## src/rtl/inst_enc.sv

```systemverilog
// RV32I instruction-word encoder feeding a 2-entry output FIFO.
// Optional macro INST_ENC_RANGE_CHECK_EN adds immediate range checking to out_err.
module inst_enc (
    input  logic        clk,
    input  logic        rst,
    input  logic        in_valid,
    output logic        in_ready,
    input  logic [2:0]  in_fmt,
    input  logic [6:0]  in_opcode,
    input  logic [4:0]  in_rd,
    input  logic [4:0]  in_rs1,
    input  logic [4:0]  in_rs2,
    input  logic [2:0]  in_funct3,
    input  logic [6:0]  in_funct7,
    input  logic [31:0] in_imm,
    output logic        out_valid,
    input  logic        out_ready,
    output logic [31:0] out_inst,
    output logic        out_err,
    output logic [15:0] enc_cnt
);
    localparam logic [2:0] FMT_R = 3'd0;
    localparam logic [2:0] FMT_I = 3'd1;
    localparam logic [2:0] FMT_S = 3'd2;
    localparam logic [2:0] FMT_B = 3'd3;
    localparam logic [2:0] FMT_U = 3'd4;
    localparam logic [2:0] FMT_J = 3'd5;

    logic [31:0] enc_inst;
    logic        fmt_bad;
    logic        range_bad;
    logic        enc_err;

    always_comb begin
        enc_inst = 32'h0;
        fmt_bad  = 1'b0;
        case (in_fmt)
            FMT_R: enc_inst = {in_funct7, in_rs2, in_rs1, in_funct3, in_rd, in_opcode};
            FMT_I: enc_inst = {in_imm[11:0], in_rs1, in_funct3, in_rd, in_opcode};
            FMT_S: enc_inst = {in_imm[11:5], in_rs2, in_rs1, in_funct3, in_imm[4:0], in_opcode};
            FMT_B: enc_inst = {in_imm[12], in_imm[10:5], in_rs2, in_rs1, in_funct3,
                               in_imm[4:1], in_imm[11], in_opcode};
            FMT_U: enc_inst = {in_imm[31:12], in_rd, in_opcode};
            FMT_J: enc_inst = {in_imm[20], in_imm[10:1], in_imm[11], in_imm[19:12],
                               in_rd, in_opcode};
            default: fmt_bad = 1'b1;
        endcase
    end

`ifdef INST_ENC_RANGE_CHECK_EN
    // Flag immediates a decoder could not reproduce from the encoded bits.
    always_comb begin
        range_bad = 1'b0;
        case (in_fmt)
            FMT_I, FMT_S: range_bad = (in_imm[31:11] != {21{in_imm[11]}});
            FMT_B:        range_bad = (in_imm[31:12] != {20{in_imm[12]}}) || in_imm[0];
            FMT_J:        range_bad = (in_imm[31:20] != {12{in_imm[20]}}) || in_imm[0];
            FMT_U:        range_bad = (in_imm[11:0] != 12'h0);
            default:      range_bad = 1'b0;
        endcase
    end
`else
    assign range_bad = 1'b0;
`endif

    assign enc_err = fmt_bad | range_bad;

    logic        wr_ptr_reg;
    logic        rd_ptr_reg;
    logic [1:0]  count_reg;
    logic [15:0] cnt_reg;
    logic        push;
    logic        pop;
    logic [31:0] slot_inst [2];
    logic        slot_err  [2];

    assign in_ready  = (count_reg != 2'd2);
    assign out_valid = (count_reg != 2'd0);
    assign push      = in_valid & in_ready;
    assign pop       = out_valid & out_ready;

    genvar gi;
    generate
        for (gi = 0; gi < 2; gi++) begin : g_entry
            logic [31:0] inst_reg;
            logic        err_reg;
            always_ff @(posedge clk) begin
                if (rst) begin
                    inst_reg <= 32'h0;
                    err_reg  <= 1'b0;
                end else if (push && (wr_ptr_reg == 1'(gi))) begin
                    inst_reg <= enc_inst;
                    err_reg  <= enc_err;
                end
            end
            assign slot_inst[gi] = inst_reg;
            assign slot_err[gi]  = err_reg;
        end
    endgenerate

    always_ff @(posedge clk) begin
        if (rst) begin
            wr_ptr_reg <= 1'b0;
            rd_ptr_reg <= 1'b0;
            count_reg  <= 2'd0;
            cnt_reg    <= 16'h0;
        end else begin
            if (push) wr_ptr_reg <= ~wr_ptr_reg;
            if (pop) begin
                rd_ptr_reg <= ~rd_ptr_reg;
                cnt_reg    <= cnt_reg + 16'd1;
            end
            case ({push, pop})
                2'b10:   count_reg <= count_reg + 2'd1;
                2'b01:   count_reg <= count_reg - 2'd1;
                default: count_reg <= count_reg;
            endcase
        end
    end

    assign out_inst = slot_inst[rd_ptr_reg];
    assign out_err  = slot_err[rd_ptr_reg];
    assign enc_cnt  = cnt_reg;
endmodule

```

## config.mk

```make
export PLATFORM = sky130hd
export DESIGN_NAME = inst_enc
export DESIGN_NICKNAME = d
export VERILOG_FILES = /design/src/rtl/inst_enc.sv
export SDC_FILE = /design/constraint.sdc
export NUM_CORES = 1
export LEC_CHECK = 0
export CAP_MARGIN = 10
export CORE_ASPECT_RATIO = 2
export CORE_UTILIZATION = 30
export CTS_BUF_LIST = sky130_fd_sc_hd__clkbuf_16
export CTS_CLUSTER_DIAMETER = 50
export DETAILED_ROUTE_END_ITERATION = 7
export GPL_ROUTABILITY_DRIVEN = 0
export HOLD_SLACK_MARGIN = 0.05
export REMOVE_ABC_BUFFERS = 1
export SLEW_MARGIN = 5
export SYNTH_ARGS = -nofsm -noshare
export SYNTH_HDL_FRONTEND = slang
export SYNTH_SLANG_ARGS = --single-unit
```

## constraint.sdc

```tcl
create_clock -name clk -period 4.3 [get_ports clk]
set_input_delay 0.86 -clock clk [delete_from_list [all_inputs] [get_ports clk]]
set_output_delay 0.86 -clock clk [all_outputs]
set_load 0.02 [all_outputs]
```

# ---- Word-level counts from Yosys, hierarchy flattened
# Index checks and enable logic that the tools add are counted.
dict set report totals {
  latch_bits 0
  wordCells 40
  n_memories 0
  register_bits 86
  in_bits 71
  rom_bits 0
  ramBits 0
  out_inout_bits 51
}
dict set report classes {
  n_eq_ne 8
  n_reduce_logical 6
  n_shift 0
  magnitude_cmp 1
  add_sub_neg 3
  mux 9
  div_mod_pow 0
  n_mul 0
  n_bitwise 5
}
# cell count
set op_table {}
lappend op_table {{$pmux W32 S6} 1}
lappend op_table {{$mux W32} 3}
lappend op_table {{$add A16 B1 Y16 const B} 1}
lappend op_table {{$eq A3 B2 Y1 const B} 2}
lappend op_table {{$eq A3 B3 Y1 const B} 2}
lappend op_table {{$reduce_or A6 Y1} 1}
lappend op_table {{$mux W1} 4}
lappend op_table {{$pmux W2 S2} 1}
lappend op_table {{$reduce_bool A2 Y1} 2}
lappend op_table {{$eq A3 B1 Y1 const B} 1}
lappend op_table {{$logic_not A3 Y1} 1}
lappend op_table {{$add A2 B1 Y2 const B} 1}
lappend op_table {{$and A1 B1 Y1} 2}
lappend op_table {{$eq A2 B1 Y1 const B} 1}
lappend op_table {{$eq A2 B2 Y1 const B} 1}
lappend op_table {{$ge A2 B2 Y1 const B} 1}
lappend op_table {{$logic_and A1 B1 Y1} 2}
lappend op_table {{$ne A2 B2 Y1 const B} 1}
lappend op_table {{$not A1 Y1} 2}
lappend op_table {{$not A1 Y2} 1}
lappend op_table {{$sub A2 B1 Y2 const B} 1}

# ---- Longest topological paths before layout
# Gate-level depths: netlist of the first run.
dict set report logic_depth {
  depth_word 4
  mapped_depth 8
  ltp_nobuf 6
}

# ---- Worst setup path after synthesis of the first run
# OpenSTA, ideal clock, no wires.
dict set report synth_path {
  path_type {input -> register}
  from {input port in_fmt[0]}
  to {register g_entry[1].inst_reg[24]}
  slack_ps 2265
  n_path_buf 2
  setup_ps 126
  arrival_time_ps 1909
  required_ps 4174
  cell_stages 6
  cell_sequence {clkbuf_1 > nor2b_1 > clkbuf_1 > a22o_1 > a22oi_1 > o21ai_0}
}
dict set report synth_between {
  elab_chain_cells 2
  word_cells_on_any_way 7
  cone_classes {5 x eq/ne; 1 x mux; 1 x reduce/logical}
}
# item line
set synth_rtl {}
lappend synth_rtl {{start, declared} 8} ;# input logic [2:0] in_fmt,
lappend synth_rtl {{$eq A3 B3 Y1 (tied with other cells)} 37} ;# case (in_fmt)
lappend synth_rtl {{$pmux W32 S6 *} 37}
lappend synth_rtl {{end signal, assigned} 92} ;# inst_reg <= enc_inst;
lappend synth_rtl {{end, declared} 85} ;# logic [31:0] inst_reg;
# Every way passes the cells marked *; elsewhere a longest branch is shown, timed or not.
# A chain may end at the register's enable or synchronous reset.

# ---- Final worst setup path of the first run
dict set report layout_path {
  from {register rd_ptr_reg}
  to {output port out_inst[14]}
}
dict set report layout_between {
  elab_chain_cells 4
}
# item line
set layout_rtl {}
lappend layout_rtl {{start, declared} 69} ;# logic rd_ptr_reg;
lappend layout_rtl {{start signal, assigned} 110} ;# rd_ptr_reg <= ~rd_ptr_reg;
lappend layout_rtl {{$not A1 Y2 (implied by the code)} 121} ;# assign out_inst = slot_inst[rd_ptr_reg];
lappend layout_rtl {{$mux W32 (implied by the code) (3 in a row)} 121}
lappend layout_rtl {{end, declared} 18} ;# output logic [31:0] out_inst,
# Every way passes these cells. The select of a mux whose other input is x is not followed.

==> results of run 1 <==
## layout by cell type (no fill, tap or decap), types with 3 or more instances in the layout
cell type,n
mux2i_1,4
mux2_2,27
o21a_1,7
xnor2_1,8
nor3_1,4
nor2b_1,11
a21oi_1,31
nand2_1,41
clkbuf_16,9
a22oi_1,20
a211oi_1,19
clkdlybuf4s50_1,120
o21ai_0,27
nand4_1,3
buf_4,4
inv_1,9
or3_1,5
nand3_1,13
a22o_1,11
a32o_1,7
xor2_1,5
dfxtp_1,85
o22ai_1,6
nor2_1,37
## logic make-up (layout without fill, tap and decap cells)
| kind of cell | after synthesis | in the layout | share of synthesized area |
|---|---|---|---|
| XOR/XNOR | 13 | 13 | 0.0290 |
| flip-flops | 86 | 86 | 0.438 |
| adder cells (fa/ha/maj) | 2 | 2 | 0.00637 |
| AND/OR/NAND/NOR | 128 | 128 | 0.156 |
| multiplexers | 32 | 32 | 0.0933 |
| buffers and inverters | 44 | 150 | 0.0449 |
| AO/OA/AOI/OAI | 137 | 137 | 0.232 |
## critical path, delay by kind of cell, from the launching register on
| family | cells | cell delay [ns] |
|---|---|---|
| flip-flops | 1 | 0.97 |
| buffers and inverters | 1 | 0.55 |
| multiplexers | 1 | 0.43 |
## through the flow
stage	instances	hold slack (ns)	util	power, mW	worst slack, ns
2_1_floorplan	407	0.420	-	1.44	1.71
3_3_place_gp	682	0.429	0.412	1.80	1.40
3_5_place_dp	682	0.437	0.412	1.82	1.35
4_1_cts	698	0.449	0.437	2.67	1.11
5_1_grt	698	0.474	0.437	2.77	1.05
6_report	698	0.449	0.437	2.63	1.13
## synth_stat cells (2+ instances only)
cell,n
xor2_1,5
nand4_1,3
nand2_1,41
a32o_1,7
mux2_2,27
o22ai_1,6
nor3_1,4
nor4_1,2
a22oi_1,20
a211oi_1,19
buf_1,6
xnor2_1,8
nor2b_1,11
or4_1,2
mux2i_1,4
a21oi_1,31
inv_1,9
nor2_1,37
clkbuf_1,20
or3_1,5
nand3_1,13
a22o_1,11
o21ai_1,2
ha_1,2
dfxtp_1,86
nand2b_1,2
o21a_1,7
o21ai_0,27
o31ai_1,2
buf_2,9
## worst max-delay path by stage
stage          depth (start not counted)  slack, ns                 endpoint       start
2_1_floorplan                          2       1.71  g_entry[1].inst_reg[25]    in_valid
3_3_place_gp                           6       1.40  g_entry[1].inst_reg[29]   in_fmt[2]
3_5_place_dp                           6       1.35  g_entry[1].inst_reg[29]   in_fmt[2]
4_1_cts                                2       1.11              out_inst[5]  rd_ptr_reg
5_1_grt                                2       1.05             out_inst[14]  rd_ptr_reg
6_report                               2       1.13             out_inst[14]  rd_ptr_reg
## power by group through the flow
| stage | combinational [mW] | sequential, mW | clock (mW) |
|---|---|---|---|
| 6_report | 0.786 | 1.01 | 0.838 |
| 5_1_grt | 0.853 | 1.03 | 0.890 |
| 4_1_cts | 0.797 | 1.01 | 0.860 |
| 3_5_place_dp | 0.792 | 1.03 | 0 |
| 3_3_place_gp | 0.781 | 1.02 | 0 |
| 2_1_floorplan | 0.445 | 0.994 | 0 |
## cell type report
class | count | area [sq um]
fill | 1269 | 7150
sequential | 86 | 1720
inverter | 9 | 33.8
tap | 150 | 188
multi-input combinational | 312 | 2050
timing repair buffer | 125 | 1240
clock buffer | 9 | 225
clock inverter | 7 | 96.3
## per-layer routing
metal / part of all wire / global-route usage / vias up
li1: - / - / 1805
met1: 0.38 / 0.173 / 1786
met2: 0.55 / 0.339 / 99
met3: 0.057 / 0.0377 / 16
met4: 0.019 / 0.0807 / 0
met5: 0 / 0 / -
==> summary.md, run 1 <==
| Metric | Value |
|---|---|
| Vias in the first global route | 3876 |
| Slew Viols, Final | 0 |
| Largest stage delay on the critical path | 0.97 ns |
| RSZ-0062 raised after global routing | false |
| R2R Setup Slk | 2.11 ns |
| Via/cell ratio | 5.31 |
| Nets | 616 |
| Net Sw Frac | 0.317 |
| Setup bufs post-CTS | 0 |
| Hold_sp | g_entry[1].inst_reg[20] |
| R2R depth | 4 |
| Clock latency at the later pin of the worst-skew pair | 0.33 ns |
| Hpwl dp | 8.06 mm |
| Register area share after synthesis | 0.438 |
| Placed Instance Area | 5230 sq um |
| Diode count | 0 |
| Area contributors post-synth | dfxtp_1 (44%), mux2_2 (7.7%), a21oi_1 (3.9%) |
| Power Internal | 1.80 mW |
| Routed len/inst | 16.7 um |
| Final setup skew | 0.00577 ns |
| Yosys top cell by area | dfxtp_1 |
| Final setup vio count | 0 |
| Aggregate global-route resource usage | 0.174 |
| TritonCTS clock tree | yes |
| Final min period | 3.17 ns |
| Synth unique cells | 44 |
| Peak supply drop | 0.275 mV |
| Async S/R FF share, synth | 0 |
| Hold Path Class | reg -> reg |
| Crit path DAT | 2.31 ns |
| Die W | 82.9 um |
| Die footprint | 13600 sq um |
| Setup crit end kind | output pin |
| H-tree depth | 3 |
| Sink Count | 86 |
| CP max FO | 40 |
| Share of layout cells above drive strength 1 | 0.104 |
| PostCTS Resize Cnt | 0 |
| Routed vias | 3706 |
| Clock power frac | 0.318 |
| Total global routing overflow | 0 |
| EDFF count, synth | 0 |
| Row Count | 58 |
| Hold Path Sink | g_entry[1].inst_reg[20] |
| Clock slew at reported path FFs | 0.06 ns |
| Root Buffer | clkbuf_16 |
| Post-Synthesis Cells | 442 |
| Detailed Route Iter0 Violations | 156 |
| Global-route wire length before repair | 18.9 mm |
| Crit path cell chain | mux2_2 > clkdlybuf4s50_1 |
| Hold Buf Count CTS | 0 |
| Critical path data required time | 3.44 ns |
| LEAKAGE | 1.95 nW |
| Critical path type | reg -> out |
| Worst slew pin tran | 1.10 ns |
| CP Launch Type | register |
| Period utilisation layout | 0.738 |
| Worst r2r src | count_reg[0] |
| Layout area overhead | 41.2% |
| I/O Buffers | 121 |
| Number of hold violations in the final report | 0 |
| P_sw | 0.835 mW |
| Max Fclk | 315 MHz |
| DRC errors left | 0 |
| Clock Tree Buf Depth | 2 |
| Max Cap Viol | 0 |
| Total CTS buffers | 9 |
| Reg2reg end | g_entry[1].inst_reg[3] |
| Initial antenna violation count | 0 |
| Comb power frac | 0.299 |
| Final ANT Viol Nets | 0 |
| Ys Warns | 0 |
| FF+latch count, synth | 86 |
| P per Cell Area | 474 nW/um^2 |
| Status | finished clean |
| Slew headroom | 0.262 |
| Mapped cell area | 3930 sq um |
| Setup_tns | 0 ns |
| Largest register FFs | 64 |
| Share of power burned in registers | 0.383 |
| DR pass1 iterations | 4 |
| Worst path slowest cell | dfxtp_2 |
| Fin area | 5550 sq um |
| Starting Density | 0.309 |
| Syn Area/Cell | 8.89 sq um |
| Synth Flop Type | dfxtp_1 |
| Core ar. | 12700 sq um |
| WL final | 11.7 mm |
| Pin count of the biggest net entering global routing | 49 |
| Top-area cell type share of the netlist area | 0.438 |
| Hold Path Cell Cnt | 2 |
| Die height | 164 um |
| I/O pins | 122 |
(Power assumes the default switching activity.)
==> run 2, diff against run 1 <==
Clock period 4.3 ns to 2.9 ns, I/O delays scaled along.
==> summary.md, run 2 (synthesized netlist as in run 1, its figures left out) <==
| Metric | Value |
|---|---|
| Hpwl dp | 8.44 mm (+4.7%) |
| Nets | 630 (+2.3%) |
| Setup bufs post-CTS | 0 (unchanged) |
| Total global routing overflow | 0 (unchanged) |
| Hold_sp | g_entry[1].inst_reg[20] |
| Die footprint | 13600 sq um (unchanged) |
| Crit path cell chain | buf_4 > mux2_2 > clkdlybuf4s50_1 |
| DR pass1 iterations | 4 (unchanged) |
| DRC errors left | 0 (unchanged) |
| Via/cell ratio | 5.16 (-2.7%) |
| Worst r2r src | count_reg[0] |
| Critical path type | reg -> out |
| Hold Path Class | reg -> reg |
| Number of hold violations in the final report | 0 (unchanged) |
| H-tree depth | 3 (unchanged) |
| Final Power | 3.81 mW (+45%) |
| Initial antenna violation count | 0 (unchanged) |
| Critical path buffers and inverters | 2 (+1) |
| I/O Buffers | 121 (unchanged) |
| TritonCTS clock tree | yes |
| Crit path from | rd_ptr_reg |
| Largest stage delay on the critical path | 0.54 ns (-0.43 ns) |
| Setup_tns | 0 ns (unchanged) |
| Placed Cells | 696 (+2.1%) |
| Starting Density | 0.309 (unchanged) |
| Hold Path Sink | g_entry[1].inst_reg[20] |
| P per Cell Area | 677 nW/um^2 (+43%) |
| Final setup vio count | 0 (unchanged) |
| CP max FO | 26 (-35%) |
| Aggregate global-route resource usage | 0.173 (-0.000952) |
| Clock power frac | 0.288 (-0.030) |
| CP Launch Type | register |
| Final setup skew | 0.00967 ns (+0.00390 ns) |
| I/O pins | 122 (unchanged) |
| R2R Setup Slk | 1.00 ns (-1.11 ns) |
| Diode count | 0 (unchanged) |
| Row Count | 58 (unchanged) |
| Status | finished clean |
| Critical path data required time | 2.32 ns (-1.12 ns) |
| Share of layout cells above drive strength 1 | 0.121 (+0.0172) |
| Clock Tree Buf Depth | 2 (unchanged) |
| Die height | 164 um (unchanged) |
| Die W | 82.9 um (unchanged) |
| Worst path slowest cell | clkdlybuf4s50_1 |
| Final ANT Viol Nets | 0 (unchanged) |
| Worst slew pin tran | 0.583 ns (-0.518 ns) |
| Max Cap Viol | 0 (unchanged) |
| Peak supply drop | 0.537 mV (+95%) |
| Crit path DAT | 1.93 ns (-0.38 ns) |
| Core ar. | 12700 sq um (unchanged) |
| Largest register FFs | 64 (unchanged) |
| Final Instance Count excl. Fillers | 711 (+1.9%) |
| Most frequent cells in the layout | clkdlybuf4s50_1 (120), dfxtp_1 (85), nand2_1 (41) |
| Global-route wire length before repair | 18.6 mm (-1.5%) |
| Sink Count | 86 (unchanged) |
| Clock slew at reported path FFs | 0.06 ns (about the same) |
| Routed vias | 3672 (-0.92%) |
| Root Buffer | clkbuf_16 |
| Clock latency at the later pin of the worst-skew pair | 0.33 ns (about the same) |
| Hold Path Cell Cnt | 2 (unchanged) |
| Reg2reg end | g_entry[0].inst_reg[14] |
| Pin count of the biggest net entering global routing | 34 (-31%) |
| Power Internal | 2.60 mW (+45%) |
| Detailed Route Iter0 Violations | 147 (-5.8%) |
| LEAKAGE | 2.02 nW (+3.6%) |
| Max Fclk | 399 MHz |
| PostCTS Resize Cnt | 0 (unchanged) |
| Slew headroom | 0.611 (+0.349) |
| Share of power burned in registers | 0.371 (-0.012) |
| Hold Buf Count CTS | 0 (unchanged) |
| Comb power frac | 0.341 (+0.042) |
| WL final | 11.8 mm (+0.72%) |
| Layout area overhead | 43.2% |
| Routed len/inst | 16.6 um (-1.1%) |
| Most common cell after layout, fill and taps aside | clkdlybuf4s50_1 |
| RSZ-0062 raised after global routing | false |
| Final min period | 2.51 ns |
| Setup crit end kind | output pin |
| Total CTS buffers | 9 (unchanged) |
| Net Sw Frac | 0.317 (-0.000557) |
| Period utilisation layout | 0.865 |
| P_sw | 1.21 mW (+45%) |
| Critical path's top delay family | buffers and inverters |
| Vias in the first global route | 3781 (-2.5%) |
| Slew Viols, Final | 0 (unchanged) |
| R2R depth | 5 (+1) |
[run 2: cell types whose count changed in the layout (fill, tap and decap cells not counted)]
cell and change:
inv_6 -1, inv_1 +2, bufinv_16 -1, clkinvlp_4 -2, buf_4 +13, buf_12 +1
clkinv_2 +1
[run 2: worst max path at each step]
| stage | slack, ns | depth (start not counted) | end |
|---|---|---|---|
| floorplan | 0.51 | 3 | g_entry[1].inst_reg[25] |
| global placement | 0.50 | 5 | enc_cnt[15] |
| detailed placement | 0.50 | 5 | enc_cnt[15] |
| CTS | 0.36 | 3 | out_inst[11] |
| global route | 0.32 | 3 | out_inst[11] |
| finish | 0.39 | 3 | out_inst[11] |
[run 2: tightest hold or removal path: stages (launching register included)]
cell	delay [ns]
dfxtp_1	0.30
nand2_1	0.05
o21ai_1	0.05
[run 2: metal layers]
layer,global-route usage,part of all wire,vias to the layer above,wire (um)
met1,0.179,0.39,1729,4640
met2,0.330,0.54,99,6300
met4,0.0737,0.020,0,235
met5,0,0,-,0
met3,0.0402,0.051,17,601
li1,-,-,1827,-
[run 2: area by class of cell]
| type | instances | area [sq um] |
|---|---|---|
| sequential | 86 | 1720 |
| timing repair buffer | 139 | 1350 |
| multi-input combinational | 312 | 2050 |
| clock buffer | 9 | 225 |
| tap | 150 | 188 |
| clock inverter | 6 | 55.1 |
| fill | 1255 | 7070 |
| inverter | 9 | 33.8 |
[run 2: metrics by stage]
step                setup WS [ns]  instance area (sq um)   util  hold slack, ns
floorplan                   0.515                   3790      -           0.420
global placement            0.500                   5350  0.421           0.429
detailed placement          0.501                   5350  0.421           0.439
CTS                         0.364                   5630  0.443           0.454
global route                0.318                   5630  0.443           0.481
finish                      0.392                   5630  0.443           0.451
[run 2: power by group through the flow]
stage	Sequential, mW	Combinational [mW]	Clock, mW
4_1_cts	1.41	1.32	1.14
2_1_floorplan	1.47	0.660	0
3_5_place_dp	1.44	1.30	0
3_3_place_gp	1.43	1.29	0
6_report	1.41	1.30	1.10
5_1_grt	1.43	1.40	1.18
==> run 3, diff against run 2 <==
Settings changed: CORE_MARGIN from default to 5.
==> summary.md, run 3 (synthesized netlist as in run 1, its figures left out) <==
| Metric | Value |
|---|---|
| Setup WS pre-CTS | 0.449 ns (-0.0521 ns) |
| Most common cell after layout, fill and taps aside | clkdlybuf4s50_1 |
| Root Buffer | clkbuf_16 |
| PostCTS Resize Cnt | 0 (unchanged) |
| Critical path buffers and inverters | 2 (unchanged) |
| H-tree depth | 3 (unchanged) |
| Hold Path Class | reg -> reg |
| Total global routing overflow | 0 (unchanged) |
| Worst path slowest cell | clkdlybuf4s50_1 |
| Largest register FFs | 64 (unchanged) |
| Slew Viols, Final | 0 (unchanged) |
| Sink Count | 86 (unchanged) |
| Share of layout cells above drive strength 1 | 0.115 (-0.00610) |
| Routed vias | 3698 (+0.71%) |
| Final ANT Viol Nets | 0 (unchanged) |
| Hold Buf Count CTS | 0 (unchanged) |
| Critical path's top delay family | buffers and inverters |
| Setup crit end kind | output pin |
| Worst slew pin tran | 0.882 ns (+0.298 ns) |
| Busiest grt layer | met2 |
| Critical path data required time | 2.32 ns (about the same) |
| Crit path cell chain | buf_12 > o21ai_0 > clkdlybuf4s50_1 |
| Total CTS buffers | 9 (unchanged) |
| TritonCTS clock tree | yes |
| DRC errors left | 0 (unchanged) |
| I/O pins | 122 (unchanged) |
| Max Cap Viol | 0 (unchanged) |
| Row Count | 59 (+1.7%) |
| Max Fclk | 407 MHz (+2.0%) |
| Critical path type | reg -> out |
| Met3 usage | 0.0566 (+0.0164) |
| Global-route wire length before repair | 20.0 mm (+7.8%) |
| I/O Buffers | 121 (unchanged) |
| Final min period | 2.46 ns (-0.0498 ns) |
| Clock slew at reported path FFs | 0.06 ns (about the same) |
| P per Cell Area | 687 nW/um^2 (+1.4%) |
| GRT met2 Usage | 0.291 (-0.0384) |
| RSZ-0062 raised after global routing | false |
| Aggregate global-route resource usage | 0.159 (-0.0141) |
| Die footprint | 15600 sq um (+15%) |
| Final Worst Setup Slack | 0.442 ns (+0.0498 ns) |
| Crit path DAT | 1.88 ns (-0.05 ns) |
| CP max FO | 40 (+54%) |
| Nets | 624 (-0.95%) |
| Number of hold violations in the final report | 0 (unchanged) |
| Via/cell ratio | 5.22 (+1.1%) |
| Routed len/inst | 17.5 um (+5.8%) |
| Initial antenna violation count | 0 (unchanged) |
| DR pass1 iterations | 4 (unchanged) |
| Die height | 172 um (+4.9%) |
| Hpwl dp | 8.88 mm (+5.3%) |
| Placed Instance Area | 5330 sq um (-0.33%) |
| Setup bufs post-CTS | 0 (unchanged) |
| Period utilisation layout | 0.848 (-0.0172) |
| Layout area overhead | 43.0% |
| Clock Tree Buf Depth | 2 (unchanged) |
| LEAKAGE | 2.00 nW (-1.4%) |
| Diode count | 0 (unchanged) |
| Vias in the first global route | 3904 (+3.3%) |
| Fin area | 5620 sq um (-0.11%) |
| Slew headroom | 0.411 (-0.200) |
| Setup_tns | 0 ns (unchanged) |
| Detailed Route Iter0 Violations | 132 (-10%) |
| WL final | 12.4 mm (+5.3%) |
| Peak supply drop | 0.572 mV (+6.5%) |
| Final setup vio count | 0 (unchanged) |
| M1 GR Usage | 0.165 (-0.0135) |
| Status | finished clean |
| Die W | 90.9 um (+9.6%) |
| Clock latency at the later pin of the worst-skew pair | 0.33 ns (about the same) |
| Pin count of the biggest net entering global routing | 51 (+50%) |
| Core ar. | 12900 sq um (+1.7%) |
| Most frequent cells in the layout | clkdlybuf4s50_1 (120), dfxtp_1 (85), nand2_1 (41) |
| Final setup skew | 0.00843 ns (-0.00124 ns) |
| Largest stage delay on the critical path | 0.68 ns (+0.14 ns) |
| CP Launch Type | register |
| Starting Density | 0.304 (-0.00525) |
[run 3: cell types whose count changed in the layout (fill, tap and decap cells not counted)]
cell | previous run | this run
buf_12 | 1 | 3
inv_1 | 11 | 10
clkinvlp_4 | 0 | 2
inv_6 | 1 | 0
buf_4 | 17 | 9
clkinv_4 | 0 | 1
[run 3: metal layers]
metal	vias to the layer above	share of wire
met2	116	0.53
met3	19	0.070
met4	0	0.022
met5	-	0
li1	1817	-
met1	1746	0.38
[run 3: final cells by class]
cell class / count / area, sq um
tap: 152 / 190
fill: 1277 / 7300
inverter: 9 / 33.8
timing repair buffer: 133 / 1330
clock buffer: 9 / 225
sequential: 86 / 1720
multi-input combinational: 312 / 2050
clock inverter: 7 / 66.3
[run 3: final timing paths]
kind / from / endpoint / slack [ns] / cells past startpoint
worst min register to register: g_entry[1].inst_reg[14] / g_entry[1].inst_reg[14] / 0.45 / 2
worst min-delay path: g_entry[1].inst_reg[14] / g_entry[1].inst_reg[14] / 0.45 / 2
worst max-delay path: rd_ptr_reg / out_inst[29] / 0.44 / 3
worst max register to register: count_reg[0] / count_reg[1] / 1.00 / 5
[run 3: power breakdown]
group	switching [mW]	internal, mW
Sequential	0.0934	1.32
Clock	0.472	0.661
Combinational	0.679	0.632
[run 3: tightest hold or removal path, cell delays in order, from the launching register on]
cell and delay [ns]:
dfxtp_1 0.32, nand2_1 0.04, o21ai_0 0.05
[run 3: stage by stage]
step	total power, mW	utilization	instances	hold WS (ns)
global route	4.07	0.435	708	0.474
global placement	2.74	0.412	692	0.429
floorplan	2.13	-	407	0.420
finish	3.86	0.435	708	0.449
CTS	3.91	0.435	708	0.456
detailed placement	2.76	0.412	692	0.439
==> RTL change: new RTL, settings of run 3 <==
Reset style: asynchronous (`rst`), changed in 2 clocked blocks.
--- a/src/rtl/inst_enc.sv
+++ b/src/rtl/inst_enc.sv
@@ -84,7 +84,7 @@
         for (gi = 0; gi < 2; gi++) begin : g_entry
             logic [31:0] inst_reg;
             logic        err_reg;
-            always_ff @(posedge clk) begin
+            always_ff @(posedge clk or posedge rst) begin
                 if (rst) begin
                     inst_reg <= 32'h0;
                     err_reg  <= 1'b0;
@@ -98,7 +98,7 @@
         end
     endgenerate
 
-    always_ff @(posedge clk) begin
+    always_ff @(posedge clk or posedge rst) begin
         if (rst) begin
             wr_ptr_reg <= 1'b0;
             rd_ptr_reg <= 1'b0;
Function: differs if rst is asserted again (counterexample within 4 cycles, from zero or initial values and one cycle with rst high); with rst held inactive, the same outputs for 10 cycles.
==> RTL change against run 3 <==
  * Setup slack got worse by 0.10 ns
  * Wire length down 13%
  * Final cell count shrank 4.7%
  * Area after synthesis increased by 5.2%
  * Sequential cell count stayed put
  * Cell area rose by 1.6%
  * Via count shrank 9.5%
Power is not compared: it rests on default switching activity, and its combinational part moved more than twofold at a synthesized area within 25%.
==> RTL change: results <==
metrics = {
    "yosys": {
        "ys_seq_area_frac": 0.5206,
        "synthFlopType": "dfrtp_1",
        "synth_common_cells": "86 x dfrtp_1, 84 x nand2_1, 51 x o21ai_0",
        "postSynthCellCount": 401,
    },
    "final_layout": {
        "nNonClkBuffers": 129,
        "clock_area_frac": 0.04665,
        "multi_input_area_um2": 1784,
        "fillers": 1344,
        "seq_area_frac": 0.3767,
        "final_layout_size_suffix_gt1_frac": 0.1250,
        "final_cells": 675,
        "final-nonclk-buf-share": 0.2269,
        "layout.nets": 588,
        "inv_count": 5,
    },
    "placed_design": {
        "post-place-cells": 659,
        "postPlaceCellArea_um2": 5446,
        "dp_hpwl_mm": 8.093,
    },
    "worst_setup_path": {
        "worstPathArrival_ns": 1.98,
        "critical_path.max_fanout": 24,
        "cpPeakStageDelay_ns": 0.55,
    },
    "run_status": {
        "status": "finished, final reports clean",
    },
    "route": {
        "wl_per_cell_um": 15.91,
        "drt_iter0_drc": 134,
    },
    "timing": {
        "fin_skew_ns": 0.005363,
        "tightest_slew_ns": 0.7216,
    },
    "global_routing": {
        "grt_max_degree": 87,
        "grt_pass1_vias": 3528,
    },
}
[RTL change: cell types whose count changed after synthesis, sizes merged, moves of 28 or more]
cell   before  now
nor2       37    8
nand2      41   84
dfrtp       0   86
dfxtp      86    0
o21ai      29   69
a21oi      31    3
[RTL change: logic make-up after synthesis]
| group | after synthesis | share of synthesized area |
|---|---|---|
| xor gates and xnor gates | 19 | 0.04025 |
| muxes | 37 | 0.09988 |
| AOI/OAI and AO/OA | 113 | 0.1656 |
| buffers and inverters | 31 | 0.04782 |
| and+or+nand+nor | 113 | 0.1199 |
| DFF | 86 | 0.5206 |
| adders and majority gates | 2 | 0.006052 |
[RTL change: tightest hold or removal path, stage by stage, from the launching register on]
cell,delay [ns]
dfrtp_1,0.34
nand2_1,0.04
o21ai_0,0.06
[RTL change: report_power, final]
part           switching [mW]  internal, mW
clock                   0.455         0.573
sequential              0.287          1.69
combinational            1.36          1.28
total                    2.11          3.55
[RTL change: metal layers]
layer,vias up,global-route usage,share of wire
met5,-,0,0
met4,0,0.06116,0.020
met3,12,0.03198,0.054
met2,105,0.2501,0.54
met1,1591,0.1516,0.39
li1,1638,-,-
[RTL change: path summary, 6_finish.rpt]
path	startpoint	endpoint	slack (ns)
max in group asynchronous	rst	g_entry[0].inst_reg[0]$_DFFE_PP0P_	1.87
worst min-delay path	g_entry[1].inst_reg[8]$_DFFE_PP0P_	g_entry[1].inst_reg[8]$_DFFE_PP0P_	0.47
worst max register to register	count_reg[0]$_DFFE_PP0P_	count_reg[1]$_DFFE_PP0P_	1.14
min in group asynchronous	rst	enc_cnt[5]$_DFFE_PP0P_	0.65
worst max-delay path	rd_ptr_reg$_DFFE_PP0P_	out_inst[20]	0.34
worst min register to register	g_entry[1].inst_reg[8]$_DFFE_PP0P_	g_entry[1].inst_reg[8]$_DFFE_PP0P_	0.47
